--- src/rtl/audio_event_sequencer.sv ---
// Audio clip sequencer: latches event requests, grants the highest-index one,
// and steps through START, PLAY and GAP while the player runs the clip.
module audio_event_sequencer #(
    parameter int unsigned NUM_EVT     = 6,
    parameter int unsigned SEL_W       = 3,
    parameter int unsigned GAP_CYC     = 4,
    parameter int unsigned TIMEOUT_CYC = 1000
) (
    input  logic               clk_i,
    input  logic               rst_ni,
    input  logic [NUM_EVT-1:0] evt_req_i,
    input  logic               mute_i,
    input  logic               abort_i,
    input  logic               seq_end_i,
    output logic               audio_en_o,
    output logic [SEL_W-1:0]   audio_sel_o,
    output logic               busy_o,
    output logic [1:0]         state_o,
    output logic               done_o,
    output logic               timeout_o,
    output logic [7:0]         drop_cnt_o
);

    localparam logic [1:0] StIdle  = 2'd0;
    localparam logic [1:0] StStart = 2'd1;
    localparam logic [1:0] StPlay  = 2'd2;
    localparam logic [1:0] StGap   = 2'd3;

    localparam int unsigned TW = $clog2(TIMEOUT_CYC);
    localparam int unsigned GW = (GAP_CYC > 1) ? $clog2(GAP_CYC) : 1;
    localparam logic [TW-1:0] TimerLast = TW'(TIMEOUT_CYC - 1);
    localparam logic [GW-1:0] GapLast   = GW'(GAP_CYC - 1);

    logic [1:0]         state_q, state_d;
    logic [NUM_EVT-1:0] pend_q, pend_d;
    logic [SEL_W-1:0]   sel_q, sel_d;
    logic               en_q, en_d;
    logic               done_q, done_d;
    logic               to_q, to_d;
    logic [7:0]         drop_q, drop_d;
    logic [TW-1:0]      timer_q, timer_d;
    logic [GW-1:0]      gap_q, gap_d;

    logic [SEL_W-1:0]   win_idx;
    logic               start_go;
    logic [NUM_EVT-1:0] grant_mask;
    logic [NUM_EVT-1:0] req_set;
    logic               dup;

    // Later indices overwrite earlier ones, so the highest set bit wins.
    always_comb begin
        win_idx = '0;
        for (int i = 0; i < NUM_EVT; i++) begin
            if (pend_q[i]) begin
                win_idx = SEL_W'(i);
            end
        end
    end

    assign start_go   = (state_q == StIdle) && (pend_q != '0) && !abort_i;
    assign grant_mask = start_go ? (NUM_EVT'(1) << win_idx) : '0;
    assign req_set    = mute_i ? '0 : evt_req_i;
    assign dup        = |(req_set & pend_q & ~grant_mask);

    always_comb begin
        state_d = state_q;
        sel_d   = sel_q;
        en_d    = 1'b0;
        done_d  = 1'b0;
        to_d    = 1'b0;
        timer_d = timer_q;
        gap_d   = gap_q;
        // Re-setting a bit on its own grant edge keeps it pending; abort beats both.
        pend_d  = abort_i ? '0 : ((pend_q & ~grant_mask) | req_set);
        drop_d  = (dup && (drop_q != 8'hff)) ? drop_q + 8'd1 : drop_q;

        case (state_q)
            StIdle: begin
                if (start_go) begin
                    state_d = StStart;
                    sel_d   = win_idx + SEL_W'(1);
                    en_d    = 1'b1;
                end
            end
            StStart: begin
                if (abort_i) begin
                    state_d = StGap;
                    sel_d   = '0;
                    gap_d   = '0;
                end else begin
                    state_d = StPlay;
                    timer_d = '0;
                end
            end
            StPlay: begin
                timer_d = timer_q + TW'(1);
                // A seq_end seen at timer 0 is a stale level from the previous clip.
                if (abort_i) begin
                    state_d = StGap;
                    sel_d   = '0;
                    gap_d   = '0;
                end else if (seq_end_i && (timer_q != '0)) begin
                    state_d = StGap;
                    sel_d   = '0;
                    gap_d   = '0;
                    done_d  = 1'b1;
                end else if (timer_q == TimerLast) begin
                    state_d = StGap;
                    sel_d   = '0;
                    gap_d   = '0;
                    to_d    = 1'b1;
                end
            end
            StGap: begin
                if (gap_q == GapLast) begin
                    state_d = StIdle;
                end else begin
                    gap_d = gap_q + GW'(1);
                end
            end
            default: begin
                state_d = StIdle;
                sel_d   = '0;
            end
        endcase
    end

    always_ff @(posedge clk_i or negedge rst_ni) begin
        if (!rst_ni) begin
            state_q <= StIdle;
            pend_q  <= '0;
            sel_q   <= '0;
            en_q    <= 1'b0;
            done_q  <= 1'b0;
            to_q    <= 1'b0;
            drop_q  <= '0;
            timer_q <= '0;
            gap_q   <= '0;
        end else begin
            state_q <= state_d;
            pend_q  <= pend_d;
            sel_q   <= sel_d;
            en_q    <= en_d;
            done_q  <= done_d;
            to_q    <= to_d;
            drop_q  <= drop_d;
            timer_q <= timer_d;
            gap_q   <= gap_d;
        end
    end

    assign audio_en_o  = en_q;
    assign audio_sel_o = sel_q;
    assign busy_o      = (state_q != StIdle);
    assign state_o     = state_q;
    assign done_o      = done_q;
    assign timeout_o   = to_q;
    assign drop_cnt_o  = drop_q;

endmodule

--- config.mk ---
export PLATFORM = sky130hd
export DESIGN_NAME = audio_event_sequencer
export DESIGN_NICKNAME = d
export VERILOG_FILES = /design/src/rtl/audio_event_sequencer.sv
export SDC_FILE = /design/constraint.sdc
export NUM_CORES = 1
export LEC_CHECK = 0
export CAP_MARGIN = 40
export CORE_AREA = 2 2 67 69
export CTS_BUF_LIST = sky130_fd_sc_hd__clkbuf_8
export CTS_CLUSTER_DIAMETER = 150
export CTS_CLUSTER_SIZE = 40
export DETAILED_ROUTE_END_ITERATION = 7
export DIE_AREA = 0 0 69 71
export PLACE_DENSITY = 0.86
export RECOVER_POWER = 50
export REMOVE_ABC_BUFFERS = 1
export SKIP_LAST_GASP = 1
export SLEW_MARGIN = 10
export SYNTH_ARGS = -nofsm -noshare
export SYNTH_HDL_FRONTEND = slang
export SYNTH_SLANG_ARGS = --single-unit
--- constraint.sdc ---
create_clock -name clk_i -period 2.5 [get_ports clk_i]
set_clock_uncertainty 0.2 [all_clocks]
set_input_delay 0.25 -clock clk_i [delete_from_list [all_inputs] [get_ports clk_i]]
set_output_delay 0.25 -clock clk_i [all_outputs]
set_load 0.05 [all_outputs]
After elaboration in Yosys (flattened, before gate mapping)
Cells that the tools add are included.
W data, S select, Z words.
Operators by class
  add/subtract/negate cells: 4
  equality and inequality tests: 12
  shift operators: 1
  mux-type cells: 38
  bitwise logic cells: 5
  reduce and logical (&&, ||, !) cells: 17
Operator list (count)
  $mux W3: 8
  $mux W2: 11
  $pmux W10 S2: 1
  $and A6 B6 Y6: 3
  $mux W6: 3
  $mux W1: 11
  $add A10 B1 Y10 const B: 1
  $eq A10 B10 Y1 const B: 1
  $mux W10: 1
  $ne A2 B2 Y1 const B: 5
  $reduce_bool A10 Y1: 1
  $pmux W3 S3: 1
  $add A8 B1 Y8 const B: 1
  $ne A8 B8 Y1 const B: 1
  $pmux W2 S4: 1
  $reduce_and A4 Y1: 2
  $eq A2 B2 Y1 const B: 3
  $not A6 Y6: 1
  $or A6 B6 Y6: 1
  $pmux W2 S3: 1
  $reduce_bool A3 Y1: 2
  $reduce_bool A6 Y1: 1
  $reduce_or A6 Y1: 1
  $shl A1 B3 Y6 const A: 1
  other kinds (10): 14
Storage, ports and cells
  flip-flop bits (word level): 34
  input bits: 11
  output and inout bits: 17
  logic and storage cells: 86

Longest topological paths before layout
  depth in word-level cells: 11
  gate-level depth with buffers: 9
  mapped depth without buffers: 9

Least setup slack after synthesis
Ideal clock, no wire load.
  path kind: register -> register
  start point: register state_q[0], in the netlist state_o[0]
  end point: register drop_q[1], in the netlist drop_cnt_o[1]
  setup time: 0.128 ns
  arrival time: 2.331 ns
  data required time: 2.172 ns
  slack: -0.159 ns
  cell stages (with the launch flop): 8
  path buffers: 0
  clock period less this slack: 2.659 ns
  path through: dfrtp_1 > inv_1 > ha_1 > nor2b_1 > o22a_1 > o221a_2 > a2bb2oi_2 > mux2_1
On the way
  word-level cells in the longest chain between the ends: 8
Ends and longest elaborated chain
  start: declaration: line 34  | logic [1:0] state_q, state_d;
  start signal: assignment: line 130  | state_q <= StIdle;
  start signal: assignment: line 140  | state_q <= state_d;
  $logic_not A2 Y1: line 60  | assign start_go = (state_q == StIdle) && (pend_q != '0) && !abort_i;
  $logic_and A1 B1 Y1 (2 in series): line 60
  $mux W6: line 61  | assign grant_mask = start_go ? (NUM_EVT'(1) << win_idx) : '0;
  $not A6 Y6: line 63  | assign dup = |(req_set & pend_q & ~grant_mask);
  $and A6 B6 Y6: line 63
  $reduce_or A6 Y1: line 63
  $logic_and A1 B1 Y1: line 75  | drop_d = (dup && (drop_q != 8'hff)) ? drop_q + 8'd1 : drop_q;
  end signal: assignment: line 146  | drop_q <= drop_d;
  end: declaration: line 40  | logic [7:0] drop_q, drop_d;
Every way passes these cells.
A chain may end at the register's enable or synchronous reset.

Final worst setup path
  start point: register pend_q[5]
  end point: register drop_q[1], in the netlist drop_cnt_o[1]
On the way
  word-level cells in the longest chain between the ends: 8
  elaborated cells between the ends (all ways): 11
  those cells by class: 1 x shift; 2 x mux; 3 x bitwise; 5 x reduce/logical
Ends and longest elaborated chain
  start: declaration: line 35  | logic [NUM_EVT-1:0] pend_q, pend_d;
  start signal: assignment: line 141  | pend_q <= pend_d;
  $reduce_bool A6 Y1: line 60
  $logic_and A1 B1 Y1 (2 in series): line 60
  $mux W6: line 61
  $not A6 Y6: line 63
  $and A6 B6 Y6 (*): line 63
  $reduce_or A6 Y1 (*): line 63
  $logic_and A1 B1 Y1 (*): line 75
Mark *: on every way between the ends. The rest lies on a longest branch, timed or not.

==> flow_summary.ini <==
[timing]
finalHoldViolCount = 0
tightest_slew_ns = 0.838
fin_crit_sh_pct = 95.9
setup_viol_count_final = 0
drv_slew = 0
fmax_mhz = 417
hold_slack_ns = 0.317
worst_slack_ns = 0.102
final.min_clock_period_ns = 2.40
rsz0062_at_grt = yes
max_slew_margin_pct = 44.1

[critical_path]
cp_max_fo = 6
worstSetupPathType = reg2reg
r2r_start = pend_q[5]$_DFF_PN0_
r2r_slack_ns = 0.10
cp.arrival_ns = 2.37
crit_end = drop_cnt_o[1]$_DFFE_PN0P_
cp-start-kind = flop
worstPathRequired_ns = 2.47
reg2reg_depth = 9
crit_path_start = pend_q[5]$_DFF_PN0_
end_kind = flop
worstReg2RegEnd = drop_cnt_o[1]$_DFFE_PN0P_

[synthesis]
synth-async-reset-ratio_pct = 100
ys_ff_latch = 34
synthTopCellsByCount = 34 x dfrtp_1, 20 x nand2_1, 19 x nor2_1
synth_ff_type = dfrtp_1
seq_area_frac_synth_pct = 41.6
yosys-top-cells-area = dfrtp_1 42%, ha_1 8.0%, nand2_1 3.7%
avgSynthCellArea_um2 = 9.79
yosysMostFrequentCell = dfrtp_1
synth_edf_count = 0
synthDominantCellAreaShare_pct = 41.6
yosysTopAreaCell = dfrtp_1
syn_inst = 209
netlist_area_um2 = 2050
synth_cell_type_count = 49
yosys_warnings = 0

[route]
drtPass1Iterations = 5
via_per_inst = 5.52
drt_iter0_markers = 156
wl_um = 4520
ant_nets = 0
num_vias = 1699
drc = 0
wl_per_cell_um = 14.7

[power_and_ir_drop]
peakVddDrop_v = 0.000703
leakage_nw = 1.22
power_density_nw_per_um2 = 1070

[place]
io_buffers = 27
place_area_um2 = 2460
gp_congestion = 0.896
place_inst = 298
hpwlAfterDp_um = 3250
dp_slack_ns = 0.0525

[cells_and_area]
finalNetCount = 280
drive_gt1_share_pct = 12.9
syn2layout_area_growth_pct = 25.4
instances_no_fill = 308
finalInstanceArea_um2 = 2570
post-route-util_pct = 61.0
diodes = 0
filler_cell_count = 354

[cts]
cts_tree = built
cts_sinks = 34
clk_latency_ns = 0.29
cts_buffer_depth = 2
h-tree-depth = 2
cts_root_buf = clkbuf_8
cts_buffers = 5
clk_pin_slew_ns = 0.07

[grt]
grtUsageTotal_pct = 19.8
grt_antenna_before_repair = 0
grt_max_degree = 35
grtUsageMet3_pct = 4.56
grt-ovfl-total = 0
grt.busiest_layer = met2
grt_use_met1_pct = 24.7
grt_pass1_vias = 1715
grt_pass1_wl_um = 7730
grtUsageMet2_pct = 31.8

[flow_run]
max_cap_violations = 0

[hold_path]
hold_path.class = reg2reg

[outcome]
outcome = complete, no violations

[floorplan]
die_w_um = 69
die_h_um = 71
die_area_um2 = 4900
rows = 24
coreArea_um2 = 4200
io_pins = 28
initial_utilization_pct = 48.7
## metal layers
metal,part of all wire [%],wire [µm]
met2,47,2120
met3,3.9,176
met5,0,0
met4,3.1,140
met1,46,2070
## flip-flops by register name, indices dropped and copies added, names as in the netlist
register and flops:
timer_q 10, drop_cnt_o 8, pend_q 6, audio_sel_o 3, gap_q 2, state_o 2, audio_en_o 1, done_o 1
timeout_o 1
## cell usage in the layout, fill, tap and decap left out, types with 4 or more instances in the layout
cell type	instances
clkdlybuf4s50_1	25
nand2b_1	6
and2_1	4
inv_1	18
clkbuf_8	5
a21oi_1	11
buf_4	13
or3_1	4
dfrtp_1	34
o21ai_0	7
nand2_1	20
nand3_1	8
ha_1	13
xor2_1	6
nand4_1	4
nor3_1	4
nor2_1	19
## layout make-up
cell class | count | area (µm²) | share of cell area, %
multi-input combinational | 157 | 1140 | 44.6
timing repair buffer | 41 | 367 | 14.3
sequential | 34 | 851 | 33.2
inverter | 17 | 63.8 | 2.49
tap | 52 | 65.1 | 2.54
clock buffer | 5 | 68.8 | 2.68
clock inverter | 2 | 7.51 | 0.293
## stage by stage
stage,power [mW],setup TNS (ns)
after floorplan,1.89,-0.198
after global placement,2.31,0
after detailed placement,2.36,0
after CTS,2.75,0
after global routing,2.92,-0.302
final,2.74,0
## where the power goes
part	internal [mW]	leakage, nW	switching, mW	total, mW
Clock	0.183	0.0466	0.193	0.376
Combinational	0.624	0.745	0.921	1.55
Sequential	0.685	0.433	0.130	0.816
## critical path, cell delays in order, from the launching register on
cell       delay (ns)
dfrtp_1          0.35
or2_4            0.15
inv_2            0.05
buf_4            0.13
and2_1           0.15
ha_1             0.19
o22a_1           0.22
o221a_2          0.30
a2bb2oi_2        0.18
mux2_1           0.35
## cell families after synthesis
family / share of synthesized area (%)
compound gates: 17.7
xor+xnor: 3.00
fa+ha+maj: 7.95
buf+inv: 3.30
flops: 41.6
mux: 4.83
simple gates: 21.6
## what timing repair did
action,in CTS,in global routing
resized for setup,0,4
endpoints found under the setup margin,0,12
buffers inserted,0,3
hold endpoints to repair,0,0
hold buffers,0,0
## how the worst min path moves through the flow
stage / from / endpoint / slack (ns) / depth (start not counted)
final: timer_q[0]$_DFFE_PN0P_ / timer_q[0]$_DFFE_PN0P_ / 0.32 / 2
after global placement: timer_q[0]$_DFFE_PN0P_ / timer_q[0]$_DFFE_PN0P_ / 0.28 / 2
after detailed placement: audio_sel_o[0]$_DFFE_PN0P_ / audio_sel_o[0]$_DFFE_PN0P_ / 0.30 / 1
after global routing: timer_q[0]$_DFFE_PN0P_ / timer_q[0]$_DFFE_PN0P_ / 0.35 / 2
after CTS: rst_ni / timer_q[3]$_DFFE_PN0P_ / 0.18 / 2
after floorplan: rst_ni / audio_en_o$_DFF_PN0_ / -0.25 / 0
(Power assumes the default switching activity.)
==> variant (same settings) <==
The output `timeout_o` loses its register stage (`to_q` becomes a continuous assignment).
--- a/src/rtl/audio_event_sequencer.sv
+++ b/src/rtl/audio_event_sequencer.sv
@@ -132,7 +132,6 @@
             sel_q   <= '0;
             en_q    <= 1'b0;
             done_q  <= 1'b0;
-            to_q    <= 1'b0;
             drop_q  <= '0;
             timer_q <= '0;
             gap_q   <= '0;
@@ -142,12 +141,13 @@
             sel_q   <= sel_d;
             en_q    <= en_d;
             done_q  <= done_d;
-            to_q    <= to_d;
             drop_q  <= drop_d;
             timer_q <= timer_d;
             gap_q   <= gap_d;
         end
     end
+
+    assign to_q = to_d;
 
     assign audio_en_o  = en_q;
     assign audio_sel_o = sel_q;
Behaviour: no difference found for any inputs over 10 cycles, from zero or initial values and one cycle with rst_ni low; that may be too few to reach the edited logic, so the function may still have changed.
==> variant against the unedited design <==
Cell area is 3.7% higher; die area stayed put; synthesized cell count is 0.96% lower; highest routed layer unchanged; sequential power is 1% lower; via count is 5.2% higher; hold slack better by 0.013 ns; synthesized area is 2.6% lower; register-to-register slack worse by 0.05 ns; sequential cell count is 1 lower; wire length is 4.9% higher; the flow now finishes with violations (setup timing); setup slack worse by 0.20 ns; total power is 6.7% higher.
==> variant: results (changes against the unedited design) <==
Cell variety after synth 46 (-6.1%); Adder-Cell Fraction of Synth Area 8.17% (+0.21 points); DRT iter0 DRCs 129 (-17%); final core occ 63.3% (+2.2 points); Cells after DPL 304 (+2.0%); FF-to-FF setup slack 0.05 ns (-0.05 ns); drt pass-1 iters 4 (-1); DP Worst Slack -0.0306 ns (-0.0830 ns); sequential power share 27.6% (-2.2 points); post-synthesis compound-gate area fraction 15.6% (-2.1 points); final critical-path setup slack -0.0978 ns (-0.200 ns); largest net degree at the start of global routing 34 (-2.9%); share of layout cells above drive strength 1 18.6% (+5.7 points); crit-path max FO 2 (-4); Clk pwr share 17.8% (+4.1 points); sequential share of cell area 31.0% (-2.1 points); max incr delay on CP 0.46 ns (+0.11 ns); clock buffers 6 (+1); GRT Overall Usage 19.5% (-0.28 points); vias in the first global route 1749 (+2.0%); postcts setup bufs 1 (+1); top cells by count, synth dfrtp_1 (33), nor2_1 (19), inv_1 (14); # setup viols final 1 (+1); global-route wire length before repair 7.79 mm (+0.72%); Critical R2R Capture audio_sel_o[1]$_DFFE_PN0P_; failing checks setup timing; status finished, violations left; top cells by area, synth dfrtp_1 (41%), ha_1 (8.2%), nor2_1 (3.6%); post-synthesis sequential area ratio 41.5% (-0.13 points); Int Pwr 1.66 mW (+11%); syn_area_per_cell 9.62 um^2 (-1.7%); XOR/XNOR share of the synthesized area 3.08% (+0.081 points); Worst Hold Depth 1 (-1); Clock-cell share 4.37% (+1.4 points); Resize count post-CTS 7 (+7); share of the synthesized area in the top cell type 41.5% (-0.13 points); R2R depth 7 (-2); LEAKAGE 1.23 nW (+0.61%); Hold Path End audio_sel_o[2]$_DFFE_PN0P_; # nets final 287 (+2.5%)
==> variant: logic make-up after synthesis <==
group	after synthesis
AO/OA/AOI/OAI	44
AND/OR/NAND/NOR	84
multiplexers	9
buffers and inverters	17
XOR/XNOR	7
adder cells (fa/ha/maj)	13
flip-flops	33
==> variant: worst max path at each step <==
stage | from | end | cells after the start
2_1_floorplan | timer_q[0]$_DFFE_PN0P_ | timeout_o | 5
3_3_place_gp | timer_q[0]$_DFFE_PN0P_ | audio_sel_o[2]$_DFFE_PN0P_ | 7
3_5_place_dp | timer_q[1]$_DFFE_PN0P_ | audio_sel_o[2]$_DFFE_PN0P_ | 7
4_1_cts | timer_q[1]$_DFFE_PN0P_ | timeout_o | 8
5_1_grt | timer_q[0]$_DFFE_PN0P_ | timeout_o | 8
6_report | timer_q[1]$_DFFE_PN0P_ | timeout_o | 8
==> variant: layer usage <==
layer	part of all wire, %	GRT usage [%]
met5	0	0
met1	45	24.5
met4	2.4	9.59
met2	49	31.5
met3	3.9	4.99
